`src/rtl/branch_ctrl_if.sv`:
```
// Branch controller handshake bundle: decode/fetch side signals and redirect outputs.
// Optional statistics outputs exist only when BRANCH_CTRL_STAT_EN is defined.
interface branch_ctrl_if;
    logic        br_valid;
    logic [5:0]  br_op;
    logic        br_jump;
    logic [31:0] br_target;
    logic        opnd_ready;
    logic        realj;
    logic        ds_valid;
    logic        if_ready;
    logic        exc_flush;
    logic        br_stall;
    logic        br_taken;
    logic        redirect_valid;
    logic [31:0] redirect_pc;
`ifdef BRANCH_CTRL_STAT_EN
    logic [31:0] stat_taken;
    logic [31:0] stat_nottaken;
    logic [31:0] stat_stall;
`endif

    modport master (
        output br_valid, br_op, br_jump, br_target,
        output opnd_ready, realj, ds_valid, if_ready, exc_flush,
`ifdef BRANCH_CTRL_STAT_EN
        input  stat_taken, stat_nottaken, stat_stall,
`endif
        input  br_stall, br_taken, redirect_valid, redirect_pc
    );

    modport slave (
        input  br_valid, br_op, br_jump, br_target,
        input  opnd_ready, realj, ds_valid, if_ready, exc_flush,
`ifdef BRANCH_CTRL_STAT_EN
        output stat_taken, stat_nottaken, stat_stall,
`endif
        output br_stall, br_taken, redirect_valid, redirect_pc
    );
endinterface

```
`src/rtl/branch_ctrl.sv`:
```
// Branch resolution FSM: stalls for operands, waits for the delay slot, then redirects fetch.
// Define BRANCH_CTRL_STAT_EN to add taken/not-taken/stall statistics counters.
module branch_ctrl (
    input logic         clk,
    input logic         resetn,
    branch_ctrl_if.slave bus
);

    typedef enum logic [1:0] {
        IDLE,
        WAIT_OPND,
        WAIT_DS,
        REDIRECT
    } state_t;

    state_t state;

    logic is_cond;
    logic eval;
    logic resolve;
    logic taken;

    assign is_cond = |bus.br_op;

    // Delay-slot branches (WAIT_DS/REDIRECT) never reach evaluation.
    assign eval = (state == IDLE && bus.br_valid && (bus.br_jump || is_cond))
               || (state == WAIT_OPND);

    assign resolve = eval && (bus.br_jump || bus.opnd_ready);
    assign taken   = bus.br_jump | (is_cond & bus.opnd_ready & bus.realj);

    assign bus.br_stall = eval && !resolve && !bus.exc_flush;

    always_ff @(posedge clk or negedge resetn) begin
        if (!resetn) begin
            state              <= IDLE;
            bus.br_taken       <= 1'b0;
            bus.redirect_valid <= 1'b0;
            bus.redirect_pc    <= 32'h0;
        end else if (bus.exc_flush) begin
            state              <= IDLE;
            bus.br_taken       <= 1'b0;
            bus.redirect_valid <= 1'b0;
        end else begin
            bus.br_taken <= 1'b0;
            unique case (state)
                IDLE, WAIT_OPND: begin
                    if (resolve) begin
                        if (taken) begin
                            bus.redirect_pc <= bus.br_target;
                            bus.br_taken    <= 1'b1;
                            if (bus.ds_valid) begin
                                state              <= REDIRECT;
                                bus.redirect_valid <= 1'b1;
                            end else begin
                                state <= WAIT_DS;
                            end
                        end else begin
                            state <= IDLE;
                        end
                    end else if (eval) begin
                        state <= WAIT_OPND;
                    end
                end
                WAIT_DS: begin
                    if (bus.ds_valid) begin
                        state              <= REDIRECT;
                        bus.redirect_valid <= 1'b1;
                    end
                end
                REDIRECT: begin
                    if (bus.if_ready) begin
                        state              <= IDLE;
                        bus.redirect_valid <= 1'b0;
                    end
                end
                default: begin
                    state              <= IDLE;
                    bus.redirect_valid <= 1'b0;
                end
            endcase
        end
    end

`ifdef BRANCH_CTRL_STAT_EN
    always_ff @(posedge clk or negedge resetn) begin
        if (!resetn) begin
            bus.stat_taken    <= 32'h0;
            bus.stat_nottaken <= 32'h0;
            bus.stat_stall    <= 32'h0;
        end else begin
            if (resolve && !bus.exc_flush) begin
                if (taken) bus.stat_taken <= bus.stat_taken + 32'd1;
                else       bus.stat_nottaken <= bus.stat_nottaken + 32'd1;
            end
            if (bus.br_stall) bus.stat_stall <= bus.stat_stall + 32'd1;
        end
    end
`endif

endmodule
```
`src/flat_wrapper.sv`:
```
// flat-port wrapper written by rule: the top's interface ports become plain ports
module branch_ctrl_flat 
  (clk, resetn, bus_br_valid, bus_br_op, bus_br_jump, bus_br_target, bus_opnd_ready, bus_realj, bus_ds_valid, bus_if_ready, bus_exc_flush, bus_br_stall, bus_br_taken, bus_redirect_valid, bus_redirect_pc);
  branch_ctrl_if bus_i ();
  input logic clk;
  input logic resetn;
  input wire logic [$bits(bus_i.br_valid)-1:0] bus_br_valid;
  input wire logic [$bits(bus_i.br_op)-1:0] bus_br_op;
  input wire logic [$bits(bus_i.br_jump)-1:0] bus_br_jump;
  input wire logic [$bits(bus_i.br_target)-1:0] bus_br_target;
  input wire logic [$bits(bus_i.opnd_ready)-1:0] bus_opnd_ready;
  input wire logic [$bits(bus_i.realj)-1:0] bus_realj;
  input wire logic [$bits(bus_i.ds_valid)-1:0] bus_ds_valid;
  input wire logic [$bits(bus_i.if_ready)-1:0] bus_if_ready;
  input wire logic [$bits(bus_i.exc_flush)-1:0] bus_exc_flush;
  output wire logic [$bits(bus_i.br_stall)-1:0] bus_br_stall;
  output wire logic [$bits(bus_i.br_taken)-1:0] bus_br_taken;
  output wire logic [$bits(bus_i.redirect_valid)-1:0] bus_redirect_valid;
  output wire logic [$bits(bus_i.redirect_pc)-1:0] bus_redirect_pc;
  assign bus_i.br_valid = bus_br_valid;
  assign bus_i.br_op = bus_br_op;
  assign bus_i.br_jump = bus_br_jump;
  assign bus_i.br_target = bus_br_target;
  assign bus_i.opnd_ready = bus_opnd_ready;
  assign bus_i.realj = bus_realj;
  assign bus_i.ds_valid = bus_ds_valid;
  assign bus_i.if_ready = bus_if_ready;
  assign bus_i.exc_flush = bus_exc_flush;
  assign bus_br_stall = bus_i.br_stall;
  assign bus_br_taken = bus_i.br_taken;
  assign bus_redirect_valid = bus_i.redirect_valid;
  assign bus_redirect_pc = bus_i.redirect_pc;
  branch_ctrl u_core (.clk(clk), .resetn(resetn), .bus(bus_i));
endmodule
```
`config.mk`:
```
export PLATFORM = sky130hd
export DESIGN_NAME = branch_ctrl_flat
export DESIGN_NICKNAME = d
export VERILOG_FILES = /design/src/rtl/branch_ctrl_if.sv /design/src/rtl/branch_ctrl.sv /design/src/flat_wrapper.sv
export SDC_FILE = /design/constraint.sdc
export NUM_CORES = 1
export LEC_CHECK = 0
export BUFFER_PORTS_ARGS = -buffer_cell sky130_fd_sc_hd__buf_2
export CAP_MARGIN = 10
export CORE_ASPECT_RATIO = 0.7
export CORE_MARGIN = 3
export CORE_UTILIZATION = 30
export CTS_BUF_LIST = sky130_fd_sc_hd__clkbuf_4 sky130_fd_sc_hd__clkbuf_8 sky130_fd_sc_hd__clkbuf_16
export CTS_CLUSTER_SIZE = 25
export DETAILED_ROUTE_END_ITERATION = 16
export SYNTH_ARGS = -nofsm -noshare
export SYNTH_HDL_FRONTEND = slang
export SYNTH_SLANG_ARGS = --single-unit
export TNS_END_PERCENT = 5
```
`constraint.sdc`:
```
create_clock -name clk -period 1.4 [get_ports clk]
set_input_delay 0.21 -clock clk [delete_from_list [all_inputs] [get_ports clk]]
set_output_delay 0.21 -clock clk [all_outputs]
set_load 0.02 [all_outputs]
```
==> metrics.yaml, run 1 <==
run_status:
  outcome: "complete, but fails checks"
  violations: "negative setup slack"
global_route:
  grt_util_met1: 0.154
  grt-ovfl-total: 0
  grt_util_met3: 0.0497
  antenna_found_initial: 0
  grt_pass1_vias: 1122
  use_met2: 0.154
  track_usage: 0.110
  grt_max_degree: 34
  grt_pass1_wl_um: 5260
  grt.busiest_layer: "met2"
routing:
  first_pass_iters: 4
  ant_nets: 0
  wl_um: 3310
  viasPerCell: 4.19
  drtIter0Drc: 34
  num_vias: 1105
  wire_per_inst_um: 12.5
  drc_errors: 0
synthesis:
  muxShareOfSynthArea: 0.297
  yosysWarnings: 0
  synth-async-reset-ratio: 1.00
  ys_ff_latch: 36
  yosysTopAreaCell: "dfrtp_1"
  synth_top_cell_area_share: 0.570
  synth-simple-area-share: 0.0554
  synth_edf_count: 0
  synth-compound-area-share: 0.0498
  synth-xor-area-share: 0
  synthTopCellsByCount: "dfrtp_1 (36), mux2_4 (29), a21oi_1 (4), nor2_1 (4)"
  synthFlopType: "dfrtp_1"
  synth-adder-area-share: 0
  synthesis.area_um2: 1580
  synth_top_family_by_area: "multiplexers"
  avgSynthCellArea_um2: 16.3
  synthDistinctLibCells: 21
  synthCells: 97
  yosys-top-cells-area: "dfrtp_1 (57%), mux2_4 (28%), buf_6 (2.1%), mux2_2 (2.1%), nor4_4 (1.3%)"
  syn_nets: 144
  synth.most_common_cell: "dfrtp_1"
  yosysSeqAreaShare: 0.570
worst_setup_path:
  slowest_stage: "dfrtp_1"
  critical_path_arrival_ps: 1290
  crit_path_max_incr_delay_ps: 410
  cp_cell_sequence: "nor3_4 -> buf_6 -> o211a_4 -> buf_6"
  critPathMaxFanout: 2
  start_kind: "flop"
  path_common_cell: "buf_6"
  end_kind: "primary output"
  worstSetupPathType: "flop to primary output"
  worstPathRequired_ps: 1190
timing:
  hold_slack_ps: 154
  fin_crit_ps: 1500
  min_period_over_period: 1.07
  clock_skew_ps: 4.91
  relSlewSlack: 0.701
  maxClockFrequency_mhz: 666
  worst_pin_slew_ps: 437
  slew_violations: 0
  fin_ws_ps: -101
  final-hold-violation-count: 0
  setup_violations: 26
  grt_setup_unrepaired: "true"
cts:
  insertion_delay_ps: 270
  cts_buffers: 5
  cts_buffer_depth: 2
  cts-htree-levels: 2
  root_buffer: "clkbuf_8"
  clk_pin_slew_ps: 80
  cts_tree: "done"
  cts_sinks: 36
die:
  pin_count: 82
  core_um2: 4940
  start_util: 0.320
  die_x_um: 92.8
  die_height_um: 66.7
  num_rows: 21
  die-area_um2: 6190
placement:
  io_buffer_count: 81
  gp_congestion: 0.802
  dp_hpwl_um: 2510
layout:
  fillCellCount: 467
  fin_nets: 241
  multi_input_area_um2: 656
  drive_gt1_frac: 0.708
  syn_to_final_growth_pct: 44.9
  area.sequential_um2: 901
  diodes: 0
power:
  powerDensity_nw_per_um2: 1520
  power.total_mw: 3.47
  p_leak_nw: 1.24
  peakVddDrop_v: 0.000683
hold_path:
  hold_path_class: "primary input to flop"
flow_run:
  drv_cap: 0
metal layers:
layer	vias up	part of all wire
met5	-	0
met4	0	0.0072
met3	2	0.098
met2	54	0.42
met1	512	0.47
li1	537	-
where the power goes:
part	internal (mW)	total (mW)	switching (mW)	leakage [nW]
combinational	0.653	1.29	0.641	0.761
sequential	1.32	1.47	0.154	0.430
clock	0.346	0.708	0.362	0.0479
total	2.32	3.47	1.16	1.24
cell type report:
| type | instances | share of cell area |
|---|---|---|
| clock buffers | 5 | 0.0300 |
| clock inverters | 3 | 0.00819 |
| inverters | 3 | 0.00492 |
| multi-input cells | 55 | 0.286 |
| flip-flops and latches | 36 | 0.393 |
| well taps | 69 | 0.0377 |
| repair buffers | 93 | 0.240 |
final timing paths:
path                                                start                         end  slack, ps  cells past startpoint
worst min-delay path                    bus_br_target[23]  u_core.bus.redirect_pc[23]        150                      2
worst max register to register            u_core.state[0]  u_core.bus.redirect_pc[16]        -30                      6
worst max-delay path                      u_core.state[1]                bus_br_stall       -100                      4
worst min register to register  u_core.bus.redirect_pc[3]   u_core.bus.redirect_pc[3]        510                      1
min in group asynchronous                          resetn   u_core.bus.redirect_pc[3]        270                      2
max in group asynchronous                          resetn  u_core.bus.redirect_pc[19]        750                      3
kinds of logic (layout without fill, tap and decap cells):
group | count (synthesis) | count (layout)
multiplexers | 32 | 32
AND/OR/NAND/NOR | 12 | 12
buffers and inverters | 6 | 104
AO/OA/AOI/OAI | 11 | 11
flip-flops | 36 | 36
registers in the layout (all words and copies together), names as in the netlist:
register                   count
u_core.bus.redirect_pc        32
u_core.bus.br_taken            1
u_core.state                   2
u_core.bus.redirect_valid      1
worst max-delay path, delay by kind of cell, from the launching register on:
family / cells / cell delay (ps)
flops: 1 / 410
buf+inv: 2 / 240
simple gates: 1 / 220
compound gates: 1 / 160
per-stage QoR:
step	area [um2]	setup TNS (ps)	setup slack, ps	util	instances
6_report	2290	-290	-101	0.464	264
5_1_grt	2290	-2630	-195	0.464	264
4_1_cts	2280	-416	-122	0.461	264
3_5_place_dp	2140	-2070	-97.5	0.433	252
3_3_place_gp	2140	-1960	-82.6	0.433	252
2_1_floorplan	1580	0	22.2	-	97
repair_timing:
action	in CTS	in global routing
gates resized for setup	6	2
buffers inserted	3	0
hold buffers	1	0
pin swaps	1	1
endpoints found under the hold margin	36	0
setup endpoints to repair	1	34
placed cells by master (no fill, tap or decap), types with 2 or more instances in the layout:
| cell | netlist | final |
|---|---|---|
| buf_2 | 0 | 80 |
| buf_4 | 0 | 6 |
| nor2_1 | 4 | 4 |
| clkbuf_8 | 0 | 5 |
| dfrtp_1 | 36 | 36 |
| inv_1 | 3 | 3 |
| buf_6 | 3 | 3 |
| nand2_1 | 2 | 2 |
| a21oi_1 | 4 | 4 |
| mux2_4 | 29 | 31 |
| clkinv_2 | 0 | 2 |
| buf_12 | 0 | 3 |
Note: power is estimated with default switching activity, not from simulation.
==> run 2, diff against run 1 <==
--- a/config.mk
+++ b/config.mk
@@ -13,7 +13,8 @@
 export CTS_BUF_LIST = sky130_fd_sc_hd__clkbuf_4 sky130_fd_sc_hd__clkbuf_8 sky130_fd_sc_hd__clkbuf_16
 export CTS_CLUSTER_SIZE = 25
 export DETAILED_ROUTE_END_ITERATION = 16
+export SLEW_MARGIN = 20
 export SYNTH_ARGS = -nofsm -noshare
 export SYNTH_HDL_FRONTEND = slang
 export SYNTH_SLANG_ARGS = --single-unit
-export TNS_END_PERCENT = 5
+export TNS_END_PERCENT = 1
==> constraint.sdc (replaced) <==
create_clock -name clk -period 1.8 [get_ports clk]
set_input_delay 0.27 -clock clk [delete_from_list [all_inputs] [get_ports clk]]
set_output_delay 0.27 -clock clk [all_outputs]
set_load 0.02 [all_outputs]
==> run 2 against run 1 <==
Effect of this change:
- the flow now finishes without violations
- setup slack gained 260 ps
- sequential power down 22%
- power decreased by 19%
- clock power fell by 2%
- combinational power fell by 25%
- clock skew up 1.6 ps
- critical endpoint unchanged
- register-to-register slack improved by 300 ps
- worst hold slack worse by 140 ps
- global-route usage is 0.11 points lower
- highest routed layer unchanged
- die area did not move
- count of clock-buffer cells in the layout unchanged
- final cell count fell by 2.7%
==> metrics.yaml, run 2 (synthesis results as in run 1) <==
run_status:
  outcome: "finished, final reports clean"  # was complete, but fails checks
worst_setup_path:
  critPathMaxFanout: 4  # was 2
  slowest_stage: "dfrtp_1"  # unchanged
  end_kind: "primary output"  # unchanged
  critical_path_arrival_ps: 1380  # was 1290 ps
  crit_buf_inv: 1  # was 2
  crit_path_max_incr_delay_ps: 410  # about the same
  cp_cell_sequence: "nor3_4 -> o211a_1 -> buf_2"  # was nor3_4 -> buf_6 -> o211a_4 -> buf_6
  worstSetupPathType: "flop to primary output"  # unchanged
  crit_family: "flip-flops"  # unchanged
  worstPathRequired_ps: 1530  # was 1190 ps
  start_kind: "flop"  # unchanged
timing:
  hold_slack_ps: 18.5  # was 154 ps
  setup_violations: 0  # was 26
  worst_pin_slew_ps: 477  # was 437 ps
  min_period_over_period: 0.914
  grt_setup_unrepaired: "false"  # was true
  fin_crit_ps: 1650
  relSlewSlack: 0.674  # was 0.701
  fin_tns_setup_ps: 0  # was -290 ps
  clock_skew_ps: 6.55  # was 4.91 ps
  slew_violations: 0  # unchanged
  maxClockFrequency_mhz: 608
  final-hold-violation-count: 0  # unchanged
cts:
  cts_buffer_depth: 2  # unchanged
  insertion_delay_ps: 280  # was 270 ps
  cts_sinks: 36  # unchanged
  cts_tree: "done"  # unchanged
  cts_setup_buffers: 0  # was 3
  cts_hold_buf: 0  # was 1
  cts_buffers: 5  # unchanged
  cts-htree-levels: 2  # unchanged
  root_buffer: "clkbuf_8"  # unchanged
  clk_pin_slew_ps: 80  # about the same
global_route:
  grt_pass1_wl_um: 5210  # was 5260 um
  grt-ovfl-total: 0  # unchanged
  grt_max_degree: 37  # was 34
  grt_pass1_vias: 1090  # was 1,122
  track_usage: 0.109  # was 0.110
  antenna_found_initial: 0  # unchanged
placement:
  dp_hpwl_um: 2460  # was 2510 um
  gp_congestion: 0.732  # was 0.802
  io_buffer_count: 81  # unchanged
routing:
  wire_per_inst_um: 12.7  # was 12.5 um
  drc_errors: 0  # unchanged
  wl_um: 3260  # was 3310 um
  num_vias: 1070  # was 1,105
  viasPerCell: 4.16  # was 4.19
  ant_nets: 0  # unchanged
  drtIter0Drc: 29  # was 34
  first_pass_iters: 4  # unchanged
layout:
  diodes: 0  # unchanged
  top_register: "u_core.bus.redirect_pc"  # unchanged
  final_common_cell: "buf_2"  # unchanged
  largest_registers: "u_core.bus.redirect_pc (32), u_core.state (2)"  # unchanged
  final_cell_mix: "buf_2 (81), dfrtp_1 (35), mux2_4 (29), clkbuf_8 (5)"  # was buf_2 (80), dfrtp_1 (36), mux2_4 (31), buf_4 (6), clkbuf_8 (5)
  drive_gt1_frac: 0.702  # was 0.708
  fillCellCount: 470  # was 467
  syn_to_final_growth_pct: 40.0  # was 44.9%
  largest_reg_flops: 32  # unchanged
  fin_nets: 234  # was 241
die:
  die_height_um: 66.7  # unchanged
  start_util: 0.320  # unchanged
  num_rows: 21  # unchanged
  pin_count: 82  # unchanged
  core_um2: 4940  # unchanged
  die_x_um: 92.8  # unchanged
  die-area_um2: 6190  # unchanged
flow_run:
  drv_cap: 0  # unchanged
power:
  peakVddDrop_v: 0.000486  # was 0.000683 V
  p_leak_nw: 1.20  # was 1.24 nW
  powerDensity_nw_per_um2: 1270  # was 1520 nW/um2
hold_path:
  hold_path_class: "primary input to async pin"  # was primary input to flop
-- run 2: layout make-up --
| type | instances | area [um2] | share of cell area |
|---|---|---|---|
| Sequential cell | 36 | 902 | 0.407 |
| Multi-Input combinational cell | 55 | 636 | 0.287 |
| Timing Repair Buffer | 86 | 468 | 0.211 |
| Tap cell | 69 | 86.3 | 0.0390 |
| Clock buffer | 5 | 68.8 | 0.0311 |
| Clock inverter | 3 | 42.5 | 0.0192 |
| Inverter | 3 | 11.3 | 0.00508 |
-- run 2: final timing paths --
| path | endpoint | startpoint | cells after the start | slack [ps] |
|---|---|---|---|---|
| min in group clk | u_core.bus.redirect_pc[10] | bus_br_target[10] | 2 | 210 |
| worst min register to register | u_core.bus.redirect_pc[15] | u_core.bus.redirect_pc[15] | 1 | 510 |
| max in group asynchronous | u_core.state[0] | resetn | 2 | 1450 |
| worst max register to register | u_core.bus.redirect_pc[29] | u_core.state[1] | 4 | 270 |
| worst max-delay path | bus_br_stall | u_core.state[1] | 3 | 150 |
| worst min-delay path | u_core.bus.redirect_pc[29] | resetn | 2 | 20 |
-- run 2: report_power, final --
part / switching, mW / internal (mW) / leakage, nW
logic: 0.488 / 0.479 / 0.713
clock network: 0.285 / 0.410 / 0.0541
registers: 0.117 / 1.02 / 0.428
-- run 2: metrics by stage --
stage          std cells   util  area, um2  total power, mW  setup WS, ps
2_1_floorplan         97      -       1580             1.78           422
3_5_place_dp         249  0.426       2100             2.13           142
5_1_grt              257  0.448       2210             2.97          47.4
3_3_place_gp         249  0.426       2100             2.13           158
4_1_cts              257  0.448       2210             2.84          98.4
6_report             257  0.448       2210             2.80           155
-- run 2: timing repair --
action	in CTS	in global routing
endpoints found under the hold margin	0	0
resized for setup	0	1
endpoints found under the setup margin	0	1
-- run 2: metal layers --
layer	global-route usage	vias to the layer above	share of wire
met5	0	-	0
met1	0.155	485	0.49
met3	0.0485	2	0.11
met4	0.0238	0	0.0021
li1	-	525	-
met2	0.150	58	0.40
==> run 3, diff against run 2 <==
--- a/config.mk
+++ b/config.mk
@@ -8,11 +8,13 @@
 export BUFFER_PORTS_ARGS = -buffer_cell sky130_fd_sc_hd__buf_2
 export CAP_MARGIN = 10
 export CORE_ASPECT_RATIO = 0.7
-export CORE_MARGIN = 3
-export CORE_UTILIZATION = 30
+export CORE_MARGIN = 2
+export CORE_UTILIZATION = 48
 export CTS_BUF_LIST = sky130_fd_sc_hd__clkbuf_4 sky130_fd_sc_hd__clkbuf_8 sky130_fd_sc_hd__clkbuf_16
+export CTS_CLUSTER_DIAMETER = 200
 export CTS_CLUSTER_SIZE = 25
 export DETAILED_ROUTE_END_ITERATION = 16
+export PLACE_DENSITY = 0.84
 export SLEW_MARGIN = 20
 export SYNTH_ARGS = -nofsm -noshare
 export SYNTH_HDL_FRONTEND = slang
==> run 3 against run 2 <==
Effect of this change:
- setup slack got worse by 110 ps
- die area fell by 39%
- combinational power barely moved
- register-to-register slack improved by 30 ps
- routed wire length rose by 4.8%
- maximum frequency fell by 6.1%
- design area fell by 2.8%
- critical path depth did not move
- clock skew fell by 2.0 ps
==> metrics.yaml, run 3 (synthesis results as in run 1) <==
run_status:
  outcome: "finished, final reports clean"  # unchanged
timing:
  clock_skew_ps: 4.55  # was 6.55 ps
  min_period_over_period: 0.974  # was 0.914
  grt_setup_unrepaired: "false"  # unchanged
  slew_violations: 0  # unchanged
  worst_pin_slew_ps: 751  # was 477 ps
  final-hold-violation-count: 0  # unchanged
  fin_crit_ps: 1750  # was 1650 ps
  maxClockFrequency_mhz: 571  # was 608 MHz
  relSlewSlack: 0.499  # was 0.674
  setup_violations: 0  # unchanged
  fin_tns_setup_ps: 0  # unchanged
die:
  die_height_um: 52.0  # was 66.7 um
  core_um2: 3150  # was 4940 um2
  num_rows: 17  # was 21
  pin_count: 82  # unchanged
  die-area_um2: 3780  # was 6190 um2
  start_util: 0.502  # was 0.320
  die_x_um: 72.6  # was 92.8 um
cts:
  cts_buffers: 5  # unchanged
  cts_setup_buffers: 0  # unchanged
  insertion_delay_ps: 280  # about the same
  post_cts_resized: 0  # unchanged
  cts_sinks: 36  # unchanged
  clk_pin_slew_ps: 70  # was 80 ps
  cts-htree-levels: 2  # unchanged
  root_buffer: "clkbuf_8"  # unchanged
  cts_hold_buf: 0  # unchanged
  cts_buffer_depth: 2  # unchanged
  cts_tree: "done"  # unchanged
placement:
  dp_cells: 215  # was 249
  dp_hpwl_um: 2600  # was 2460 um
  io_buffer_count: 81  # unchanged
  placed_area_um2: 2040  # was 2100 um2
  gp_congestion: 0.764  # was 0.732
layout:
  syn_to_final_growth_pct: 36.1  # was 40.0%
  fillCellCount: 228  # was 470
  diodes: 0  # unchanged
  final_common_cell: "buf_2"  # unchanged
  area.sequential_um2: 901  # was 902 um2
  fin_nets: 231  # was 234
  final_cell_mix: "buf_2 (81), dfrtp_1 (36), mux2_4 (29), clkbuf_8 (5)"  # was buf_2 (81), dfrtp_1 (35), mux2_4 (29), clkbuf_8 (5)
  multi_input_area_um2: 636  # unchanged
  drive_gt1_frac: 0.692  # was 0.702
  top_register: "u_core.bus.redirect_pc"  # unchanged
  largest_reg_flops: 32  # unchanged
  instances_no_fill: 223  # was 257
  finish.instance_area_um2: 2150  # was 2210 um2
  largest_registers: "u_core.bus.redirect_pc (32), u_core.state (2)"  # unchanged
global_route:
  grt_pass1_vias: 1193  # was 1,090
  grt-ovfl-total: 0  # unchanged
  antenna_found_initial: 0  # unchanged
  grt_max_degree: 37  # unchanged
  grt_pass1_wl_um: 5350  # was 5210 um
  track_usage: 0.193  # was 0.109
routing:
  num_vias: 1146  # was 1,070
  first_pass_iters: 5  # was 4
  wl_um: 3410  # was 3260 um
  wire_per_inst_um: 15.3  # was 12.7 um
  drc_errors: 0  # unchanged
  viasPerCell: 5.14  # was 4.16
  ant_nets: 0  # unchanged
  drtIter0Drc: 94  # was 29
worst_setup_path:
  critPathMaxFanout: 6  # was 4
  end_kind: "primary output"  # unchanged
  worstSetupPathType: "flop to primary output"  # unchanged
  start_kind: "flop"  # unchanged
  critical_path_arrival_ps: 1480  # was 1380 ps
  worstPathRequired_ps: 1530  # about the same
power:
  powerDensity_nw_per_um2: 1310  # was 1270 nW/um2
  p_leak_nw: 1.19  # was 1.20 nW
  peakVddDrop_v: 0.000842  # was 0.000486 V
hold_path:
  hold_path_class: "primary input to async pin"  # unchanged
flow_run:
  drv_cap: 0  # unchanged
## run 3: per-layer routing
layer,wire length [um],share of wire,vias up,global-route usage
met4,104,0.030,0,0.0957
met5,0,0,-,0
met3,357,0.10,16,0.0814
met1,1350,0.40,531,0.218
met2,1600,0.47,83,0.317
li1,-,-,516,-
## run 3: cell type report
type | count | area share
multi-input combinational | 55 | 0.295
inverter | 3 | 0.00523
timing repair buffer | 83 | 0.207
clock inverter | 2 | 0.0163
sequential | 36 | 0.419
clock buffer | 6 | 0.0355
tap | 38 | 0.0221
## run 3: final timing paths
path                                             from                         end  slack [ps]  cells after the start
min in group clk                     bus_br_target[0]   u_core.bus.redirect_pc[0]         220                      2
max reg2reg                           u_core.state[1]  u_core.bus.redirect_pc[24]         300                      4
max in group asynchronous                      resetn   u_core.bus.redirect_pc[5]        1270                      1
min                                            resetn   u_core.bus.redirect_valid          50                      1
max                                   u_core.state[1]                bus_br_stall          50                      3
min reg2reg                u_core.bus.redirect_pc[16]  u_core.bus.redirect_pc[16]         510                      1
## run 3: worst max-delay path, stage by stage (launching register included)
cell     delay, ps
dfrtp_1        460
nor3_4         320
o211a_1        240
buf_2          180
## run 3: stage by stage
step | utilization | setup slack, ps | total power, mW | hold WS (ps)
global route | 0.684 | 9.57 | 2.95 | 132
floorplan | - | 422 | 1.78 | -25.6
CTS | 0.684 | 74.9 | 2.84 | 83.9
finish | 0.684 | 47.3 | 2.82 | 53.4
global placement | 0.648 | 259 | 2.10 | 368
detailed placement | 0.648 | 175 | 2.13 | 387
## run 3: power by group
part	switching, mW	internal, mW
sequential	0.125	1.02
combinational	0.493	0.473
clock	0.276	0.426
total	0.894	1.92
